## src/rtl/noise_channel_gen.sv

```systemverilog
// ============================================================================
// noise_channel_gen
// ----------------------------------------------------------------------------
// Noise voice for the APU: an XNOR LFSR clocked by a programmable frequency
// timer, gated by a volume envelope and a length counter. It consumes decoded
// register fields plus frame-sequencer tick pulses and produces an amplitude
// code for the mixer/DAC.
//
// Parameters:
//   LFSR_W     LFSR width (>= 4)
//   SHORT_TAP  bit that also takes the feedback in short mode (< LFSR_W-1)
//   VOL_W      envelope / amplitude width
//   LEN_W      length-counter load width
//   SHIFT_STOP shift values at or above this halt the LFSR
//
// Ports:
//   phi         system clock, all state on the rising edge
//   napu_reset  asynchronous active-low reset
//   tick_clk    base prescaler pulse (one phi wide)
//   tick_len    length sequencer pulse
//   tick_env    envelope sequencer pulse
//   trigger     one-cycle restart strobe
//   div_code    frequency divisor code r
//   shift       frequency shift s
//   short_mode  1 = short LFSR sequence
//   env_init    initial volume
//   env_dir     1 = envelope increases
//   env_period  envelope period, 0 = frozen
//   len_load    one-cycle length load strobe
//   len_val     length value n
//   len_en      length counting enable
//   amp         registered amplitude to the mixer
//   active      channel running
//   dac_en      DAC powered (combinational from env_init / env_dir)
//   lfsr_q      LFSR readback
//
// Build option:
//   NOISE_CH_LFSR_READBACK_EN  when defined, lfsr_q shows the live LFSR
//                              state; otherwise lfsr_q is tied to zero. The
//                              LFSR and amp behave identically either way.
// ============================================================================
module noise_channel_gen #(
    parameter int LFSR_W     = 15,
    parameter int SHORT_TAP  = 6,
    parameter int VOL_W      = 4,
    parameter int LEN_W      = 6,
    parameter int SHIFT_STOP = 14
) (
    input  logic              phi,
    input  logic              napu_reset,
    input  logic              tick_clk,
    input  logic              tick_len,
    input  logic              tick_env,
    input  logic              trigger,
    input  logic [2:0]        div_code,
    input  logic [3:0]        shift,
    input  logic              short_mode,
    input  logic [VOL_W-1:0]  env_init,
    input  logic              env_dir,
    input  logic [2:0]        env_period,
    input  logic              len_load,
    input  logic [LEN_W-1:0]  len_val,
    input  logic              len_en,
    output logic [VOL_W-1:0]  amp,
    output logic              active,
    output logic              dac_en,
    output logic [LFSR_W-1:0] lfsr_q
);

    // The timer must hold the largest period minus one: 14 << (SHIFT_STOP-1).
    localparam int CNT_W = 4 + SHIFT_STOP - 1;

    localparam logic [CNT_W-1:0]  CNT_ZERO  = {CNT_W{1'b0}};
    localparam logic [CNT_W-1:0]  CNT_ONE   = {{(CNT_W-1){1'b0}}, 1'b1};
    localparam logic [LFSR_W-1:0] LFSR_ZERO = {LFSR_W{1'b0}};
    localparam logic [VOL_W-1:0]  VOL_ZERO  = {VOL_W{1'b0}};
    localparam logic [VOL_W-1:0]  VOL_ONE   = {{(VOL_W-1){1'b0}}, 1'b1};
    localparam logic [VOL_W-1:0]  VOL_MAX   = {VOL_W{1'b1}};
    localparam logic [LEN_W:0]    LEN_ZERO  = {(LEN_W+1){1'b0}};
    localparam logic [LEN_W:0]    LEN_ONE   = {{LEN_W{1'b0}}, 1'b1};
    localparam logic [LEN_W:0]    LEN_FULL  = {1'b1, {LEN_W{1'b0}}};

    // State registers
    logic [CNT_W-1:0]  timer_r;
    logic [LFSR_W-1:0] lfsr_r;
    logic [VOL_W-1:0]  vol_r;
    logic [2:0]        env_cnt_r;
    logic              env_done_r;
    logic [LEN_W:0]    len_cnt_r;
    logic              active_r;
    logic [VOL_W-1:0]  amp_r;

    // Next-state and helper signals
    logic [3:0]        div_base_s;
    logic [CNT_W-1:0]  reload_s;
    logic              timer_halt_s;
    logic [CNT_W-1:0]  timer_nxt_s;
    logic              lfsr_step_en_s;
    logic              lfsr_fb_s;
    logic [LFSR_W-1:0] lfsr_step_s;
    logic [LFSR_W-1:0] lfsr_nxt_s;
    logic [VOL_W-1:0]  vol_nxt_s;
    logic [2:0]        env_cnt_nxt_s;
    logic              env_done_nxt_s;
    logic [LEN_W:0]    len_cnt_nxt_s;
    logic              len_expire_s;
    logic              active_nxt_s;
    logic [VOL_W-1:0]  amp_nxt_s;

    assign dac_en = (env_init != VOL_ZERO) || env_dir;

    // Timer reload value P-1, where P = (r==0 ? 1 : 2r) << s.
    always_comb begin
        if (div_code == 3'd0) begin
            div_base_s = 4'd1;
        end else begin
            div_base_s = {div_code, 1'b0};
        end
        reload_s     = (CNT_W'(div_base_s) << shift) - CNT_ONE;
        timer_halt_s = (int'(shift) >= SHIFT_STOP);
    end

    // Frequency timer: counts tick_clk pulses down and flags an LFSR step on
    // expiry. Trigger reloads and swallows a coincident tick.
    always_comb begin
        timer_nxt_s    = timer_r;
        lfsr_step_en_s = 1'b0;
        if (trigger) begin
            timer_nxt_s = reload_s;
        end else if (tick_clk && !timer_halt_s) begin
            if (timer_r == CNT_ZERO) begin
                timer_nxt_s    = reload_s;
                lfsr_step_en_s = 1'b1;
            end else begin
                timer_nxt_s = timer_r - CNT_ONE;
            end
        end else begin
            timer_nxt_s = timer_r;
        end
    end

    // XNOR LFSR next state; short mode also drops the feedback into SHORT_TAP,
    // which shortens the cycle to the bits at and below that tap.
    always_comb begin
        lfsr_fb_s   = ~(lfsr_r[0] ^ lfsr_r[1]);
        lfsr_step_s = {lfsr_fb_s, lfsr_r[LFSR_W-1:1]};
        if (short_mode) begin
            lfsr_step_s[SHORT_TAP] = lfsr_fb_s;
        end else begin
            lfsr_step_s[SHORT_TAP] = lfsr_r[SHORT_TAP+1];
        end

        if (trigger) begin
            lfsr_nxt_s = LFSR_ZERO;
        end else if (lfsr_step_en_s) begin
            lfsr_nxt_s = lfsr_step_s;
        end else begin
            lfsr_nxt_s = lfsr_r;
        end
    end

    // Volume envelope: divides tick_env by env_period and steps vol by one,
    // latching env_done instead of wrapping past either end of the range.
    always_comb begin
        vol_nxt_s      = vol_r;
        env_cnt_nxt_s  = env_cnt_r;
        env_done_nxt_s = env_done_r;
        if (trigger) begin
            vol_nxt_s      = env_init;
            env_cnt_nxt_s  = env_period;
            env_done_nxt_s = 1'b0;
        end else if (tick_env && (env_period != 3'd0) && !env_done_r) begin
            // A counter at 0 (period raised from 0 mid-run) expires at once.
            if (env_cnt_r <= 3'd1) begin
                env_cnt_nxt_s = env_period;
                if (env_dir) begin
                    if (vol_r == VOL_MAX) begin
                        env_done_nxt_s = 1'b1;
                    end else begin
                        vol_nxt_s = vol_r + VOL_ONE;
                    end
                end else begin
                    if (vol_r == VOL_ZERO) begin
                        env_done_nxt_s = 1'b1;
                    end else begin
                        vol_nxt_s = vol_r - VOL_ONE;
                    end
                end
            end else begin
                env_cnt_nxt_s = env_cnt_r - 3'd1;
            end
        end else begin
            vol_nxt_s = vol_r;
        end
    end

    // Length counter. A load always yields a non-zero count, so a trigger in
    // the same cycle never needs the full-length reload.
    always_comb begin
        len_cnt_nxt_s = len_cnt_r;
        len_expire_s  = 1'b0;
        if (len_load) begin
            len_cnt_nxt_s = LEN_FULL - {1'b0, len_val};
        end else if (trigger) begin
            if (len_cnt_r == LEN_ZERO) begin
                len_cnt_nxt_s = LEN_FULL;
            end else begin
                len_cnt_nxt_s = len_cnt_r;
            end
        end else if (tick_len && len_en && active_r && (len_cnt_r != LEN_ZERO)) begin
            len_cnt_nxt_s = len_cnt_r - LEN_ONE;
            len_expire_s  = (len_cnt_r == LEN_ONE);
        end else begin
            len_cnt_nxt_s = len_cnt_r;
        end
    end

    // Channel enable and the amplitude that goes with the next state, so that
    // a trigger or LFSR step shows up on amp in the same phi as on lfsr_q.
    always_comb begin
        active_nxt_s = active_r;
        if (trigger && dac_en) begin
            active_nxt_s = 1'b1;
        end else if (!dac_en) begin
            active_nxt_s = 1'b0;
        end else if (len_expire_s) begin
            active_nxt_s = 1'b0;
        end else begin
            active_nxt_s = active_r;
        end

        if (active_nxt_s && !lfsr_nxt_s[0]) begin
            amp_nxt_s = vol_nxt_s;
        end else begin
            amp_nxt_s = VOL_ZERO;
        end
    end

    // State register bank.
    always_ff @(posedge phi or negedge napu_reset) begin
        if (!napu_reset) begin
            timer_r    <= CNT_ZERO;
            lfsr_r     <= LFSR_ZERO;
            vol_r      <= VOL_ZERO;
            env_cnt_r  <= 3'd0;
            env_done_r <= 1'b0;
            len_cnt_r  <= LEN_ZERO;
            active_r   <= 1'b0;
            amp_r      <= VOL_ZERO;
        end else begin
            timer_r    <= timer_nxt_s;
            lfsr_r     <= lfsr_nxt_s;
            vol_r      <= vol_nxt_s;
            env_cnt_r  <= env_cnt_nxt_s;
            env_done_r <= env_done_nxt_s;
            len_cnt_r  <= len_cnt_nxt_s;
            active_r   <= active_nxt_s;
            amp_r      <= amp_nxt_s;
        end
    end

    assign amp    = amp_r;
    assign active = active_r;

`ifdef NOISE_CH_LFSR_READBACK_EN
    assign lfsr_q = lfsr_r;
`else
    assign lfsr_q = LFSR_ZERO;
`endif

endmodule

```

## config.mk

```make
export PLATFORM = sky130hd
export DESIGN_NAME = noise_channel_gen
export DESIGN_NICKNAME = d
export VERILOG_FILES = /design/src/rtl/noise_channel_gen.sv
export SDC_FILE = /design/constraint.sdc
export NUM_CORES = 1
export LEC_CHECK = 0
export ABC_AREA = 1
export CORE_MARGIN = 1
export CORE_UTILIZATION = 55
export CTS_CLUSTER_SIZE = 25
export DETAILED_ROUTE_END_ITERATION = 10
export PLACE_DENSITY = 0.83
export SKIP_CTS_REPAIR_TIMING = 1
export SYNTH_ARGS = -nofsm -noshare
export SYNTH_HDL_FRONTEND = slang
export SYNTH_SLANG_ARGS = --single-unit
```

## constraint.sdc

```tcl
create_clock -name phi -period 2.03 [get_ports phi]
set_clock_uncertainty 0.2 [all_clocks]
set_input_delay 0.406 -clock phi [delete_from_list [all_inputs] [get_ports phi]]
set_output_delay 0.406 -clock phi [all_outputs]
set_load 0.01 [all_outputs]
```

; Yosys cells after proc, flatten, opt, wreduce, memory -nomap -nowiden
; Index checks and enable logic that the tools add are counted.
[word_totals]
regBits = 52
input_bits = 30
output_inout_bits = 21
wordCells = 88
[op_classes]
add_sub_neg = 7
magnitude_cmp = 2
eq_ne = 4
n_shift = 1
muxes = 36
n_bitwise = 2
n_reduce_logical = 27
[op_table]
columns = operator, count
row1 = 17-bit 2-to-1 mux, 3
row2 = 17-bit by 1-bit subtractor with 17-bit output (second input constant), 2
row3 = 4-bit 2-to-1 mux, 8
row4 = 15-bit 2-to-1 mux, 2
row5 = 7-bit 2-to-1 mux, 4
row6 = 17-bit logical NOT, 1
row7 = 4-bit by 4-bit << shifter with 17-bit output, 1
row8 = 1-bit 2-to-1 mux, 16
row9 = 3-bit 2-to-1 mux, 3
row10 = 3-bit nonzero test, 3
row11 = 1-bit logical AND, 8
row12 = 2-bit nonzero test, 4
row13 = 7-bit by 1-bit == test with 1-bit output (second input constant), 1
row14 = 7-bit logical NOT, 1
row15 = 7-bit nonzero test, 1
row16 = 7-bit by 1-bit subtractor with 7-bit output (second input constant), 1
row17 = 7-bit by 6-bit subtractor with 7-bit output (first input constant), 1
row18 = 4-bit by 1-bit adder with 4-bit output (second input constant), 1
row19 = 4-bit == test (second input constant), 1
row20 = 4-bit >= comparator (second input constant), 1
row21 = 4-bit logical NOT, 1
row22 = 4-bit AND reduction, 1
row23 = 4-bit nonzero test, 1
row24 = 4-bit by 1-bit subtractor with 4-bit output (second input constant), 1
row25 = other kinds (10), 12

; Depth between registers and ports, before layout
[depth]
depth_word = 11
mapped_depth = 15
mapped_depth_nobuf = 15

; Worst setup path after synthesis
; Ideal clock, no wire load.
[synth_timing]
path_type = input port to flip-flop
startpoint = input div_code[0]
endpoint = register timer_r[6]
setup_ns = 0.121
arrival_time_ns = 1.666
required_ns = 1.709
slack_ns = 0.043
path_stages = 13
path_buffers = 0
path_cell_list = nor2_1 nand2_1 nor2_1 nand3_2 ha_1 nand2_2 inv_2 nand2_1 nor2_2 xor2_1 nand2_1 nand3_1 o21ai_1
[synth_via]
elab_chain_len = 7
[synth_rtl]
columns = item, line
row1 = from (decl), 55  ; input logic [2:0] div_code,
row2 = 3-bit logical NOT, 114  ; if (div_code == 3'd0) begin
row3 = 4-bit 2-to-1 mux (*), 114
row4 = 4-bit by 4-bit << shifter with 17-bit output (*), 119  ; reload_s = (CNT_W'(div_base_s) << shift) - CNT_ONE;
row5 = 17-bit by 1-bit subtractor with 17-bit output (*), 119
row6 = 17-bit 2-to-1 mux, 131  ; if (timer_r == CNT_ZERO) begin
row7 = 17-bit 2-to-1 mux, 130  ; end else if (tick_clk && !timer_halt_s) begin
row8 = 17-bit 2-to-1 mux (*), 128  ; if (trigger) begin
row9 = to (signal assigned), 251  ; timer_r <= timer_nxt_s;
row10 = to (decl), 84  ; logic [CNT_W-1:0] timer_r;
; Every way passes the cells marked *; elsewhere a longest branch is shown, timed or not. The select of a mux whose other input is x is not followed.
; A chain may end at the register's enable or synchronous reset.

; Worst setup path in the final report
[layout_timing]
startpoint = input div_code[2]
endpoint = register timer_r[6]
; The elaborated chain is that of the path after synthesis.

==> results.sh <==
export IMPL_post_route_cell_area_um2=5510
export IMPL_globalRoute_totalOverflow=0
export IMPL_chipHeight_um=87.6
export IMPL_yosys_register_bits=52
export IMPL_clock_sinks=52
export IMPL_netlist_area_um2=4030
export IMPL_setup_slack_ns=-0.307
export IMPL_clock_tree_htree_level_count=2
export IMPL_area_growth_pct=36.7
export IMPL_cp_buffers_inverters=2
export IMPL_drv_slew=0
export IMPL_detail_route_wl_per_cell_um=14.7
export IMPL_ff2ff_setup_slack_ns=-0.20
export IMPL_worst_path_dominant_cell_family="simple AND/OR/NAND/NOR gates"
export IMPL_drt_iter0_drc=431
export IMPL_min_to="len_cnt_r[2]$_DFFE_PN0P_"
export IMPL_route_antenna_remaining_nets=0
export IMPL_gp_congestion=0.890
export IMPL_post_route_period_util_pct=115
export IMPL_die_w_um=87.6
export IMPL_clock_slew_seen_by_the_registers_of_the_worst_setup_and_hold_paths_ns=0.10
export IMPL_synth_seq_area_share_pct=32.3
export IMPL_num_antenna_cells=0
export IMPL_synth_top_cells_by_area="dfrtp_1 32%, nand2_1 11%, nand3_1 7.8%"
export IMPL_report_final_hold_viol_count=0
export IMPL_placement_cell_area_um2=4950
export IMPL_cts_root_buf="clkbuf_8"
export IMPL_worstRegToRegCells=12
export IMPL_timing_critical_path_from_type="input port"
export IMPL_worst_endpoint_required_ns=2.04
export IMPL_drt_pass1_iter_count=7
export IMPL_placement_io_buffers=35
export IMPL_worst_endpoint_data_arrival_time_ns=2.34
export IMPL_row_count=30
export IMPL_num_nets_final=740
export IMPL_setup_repair_after_global_routing_missed_its_margin="yes"
export IMPL_via_count=4518
export IMPL_slowest_stage_cell_crit_path="clkdlybuf4s50_1"
export IMPL_min_from="len_cnt_r[2]$_DFFE_PN0P_"
export IMPL_initial_antenna_violation_count=0
export IMPL_critPathCaptureType="flop"
export IMPL_post_dp_hpwl_um=7820
export IMPL_rr_startpoint="timer_r[1]$_DFFE_PN0P_"
export IMPL_post_route_cells_drive_above_1_share_pct=28.2
export IMPL_cts_path_max_buffers=2
export IMPL_power_density_nw_per_um2=576
export IMPL_floorplan_initialDensity_pct=58.0
export IMPL_hold_path_depth=2
export IMPL_grt_pass1_vias=4079
export IMPL_die_area_um2=7670
export IMPL_grt_max_degree=53
export IMPL_critical_path_most_common_cell="nand2_1"
export IMPL_viasPerCell=5.67
export IMPL_wl_um=11700
export IMPL_peak_supply_drop_v=0.000341
export IMPL_numCtsBuffers=5
export IMPL_timing_worst_setup_path_type="in2reg"
export IMPL_core_area_um2=6940
export IMPL_clock_fmax_mhz=428
export IMPL_ios=51
export IMPL_synth_cell_type_count=40
export IMPL_crit_chain="clkdlybuf4s50_1 > nor2_2 > nand2_1 > nor2_2 > nand3_2 > ha_2 > nand2_2 > inv_2 > nand2_1 > nor2_4 > xor2_1 > nand2_1 > nand3_2 > o21ai_1"
export IMPL_utilization_pct=79.3
export IMPL_grt_util_all_layers_pct=28.3
export IMPL_status="finished with violations"
export IMPL_clk_latency_ns=0.32
export IMPL_cpPeakStageDelay_ns=0.46
export IMPL_total_leakage_power_nw=2.71
export IMPL_tritoncts="built"
export IMPL_cap_violations=0
export IMPL_final_min_clock_period_ns=2.34
export IMPL_worstReg2RegEnd="timer_r[6]$_DFFE_PN0P_"
export IMPL_timing_hold_worst_class="reg2reg"
export IMPL_yosys_warnings=0
export IMPL_post_synth_cell_area_avg_um2=6.88
export IMPL_worst_path_max_fanout=3
export IMPL_failed_checks="setup timing"
export IMPL_remaining_drc_errors=0
export IMPL_setup_violations_final=36
export IMPL_netlist_top_cell_by_area="dfrtp_1"
export IMPL_first_pass_grt_wire_length_um=17400
export IMPL_postSynthCellCount=586
export IMPL_synth_top_cell_area_share_pct=32.3
==> report_power, final <==
group	switching [mW]	total (mW)	internal (mW)
Combinational	0.727	1.27	0.547
Clock	0.381	0.627	0.246
Sequential	0.116	1.27	1.16
Total	1.22	3.17	1.95
==> stage by stage <==
stage	std cells	TNS (ns)	setup WS [ns]	power [mW]	hold slack, ns
3_5_place_dp	776	-18.52	-0.561	2.36	0.217
5_1_grt	797	-9.63	-0.433	3.38	0.366
2_1_floorplan	600	0	0.0427	1.96	-0.0896
3_3_place_gp	776	-16.52	-0.476	2.31	0.215
4_1_cts	784	-5.75	-0.215	2.98	-0.128
6_report	797	-5.27	-0.307	3.17	0.330
==> cell usage in the layout (no fill, tap or decap), types with 20 or more instances in the layout <==
master and count:
dfrtp_1 52, inv_1 69, nand2_1 110, nand3_2 20
o21ai_0 25, clkdlybuf4s50_1 31, nand4_1 20, buf_4 78
nor2_1 50, nand3_1 48
==> area by class of cell <==
cell class              count  area [µm²]
well taps                  96         120
flip-flops and latches     52        1300
inverters                  84         320
clock inverters             3        21.3
fillers                   469        1440
clock buffers               5        68.8
repair buffers            122        1090
multi-input cells         435        2580
==> flip-flops by register name, summed over array words and instances (netlist names) <==
signal and count:
len_cnt_r 7, env_cnt_r 3, amp 4, vol_r 4, timer_r 17, lfsr_r 15
active 1, env_done_r 1
==> cell families (layout without fill, tap and decap cells) <==
kind of cell               Yosys count  count (layout)  synth area share [%]
adders and majority gates           10              10                  3.10
other                                1              15                0.0930
xor gates and xnor gates            17              17                  3.69
buffers and inverters              114             214                  12.7
and+or+nand+nor                    308             309                  35.8
DFF                                 52              52                  32.3
AOI/OAI and AO/OA                   84              84                  12.3
==> how the worst max path moves through the flow <==
stage / startpoint / to / slack, ns / cells after the start
3_5_place_dp: shift[0] / timer_r[16]$_DFFE_PN0P_ / -0.56 / 14
2_1_floorplan: div_code[0] / timer_r[6]$_DFFE_PN0P_ / 0.04 / 13
5_1_grt: div_code[0] / timer_r[6]$_DFFE_PN0P_ / -0.43 / 14
4_1_cts: shift[0] / timer_r[16]$_DFFE_PN0P_ / -0.22 / 14
3_3_place_gp: shift[0] / timer_r[16]$_DFFE_PN0P_ / -0.48 / 13
6_report: div_code[2] / timer_r[6]$_DFFE_PN0P_ / -0.31 / 14
==> synthesized netlist by cell type (all sizes together) <==
master	number
xnor2	2
nor3	6
nand4	22
clkbuf	5
or2	1
a41oi	1
dfrtp	52
o22ai	13
nand3	71
xor2	15
o21bai	1
a31oi	2
inv	84
o21ai	41
nand3b	3
nand2	129
o31ai	1
o311ai	2
and2	2
o211ai	10
nor2	73
conb	1
a22oi	3
nor4	1
ha	10
a21oi	10
buf	25
==> layer usage <==
layer  part of all wire [%]  track usage, %
met1                     39            34.8
met3                    6.2            4.05
met5                      0               0
met2                     51            50.5
met4                    2.9            10.4
==> worst register-to-register path, delay by kind of cell, from the launching register on <==
family | cells | cell delay (ns)
AOI/OAI and AO/OA | 1 | 0.07
DFF | 1 | 0.41
adders and majority gates | 1 | 0.14
buffers and inverters | 3 | 0.31
and+or+nand+nor | 7 | 0.96
(Power assumes the default switching activity.)
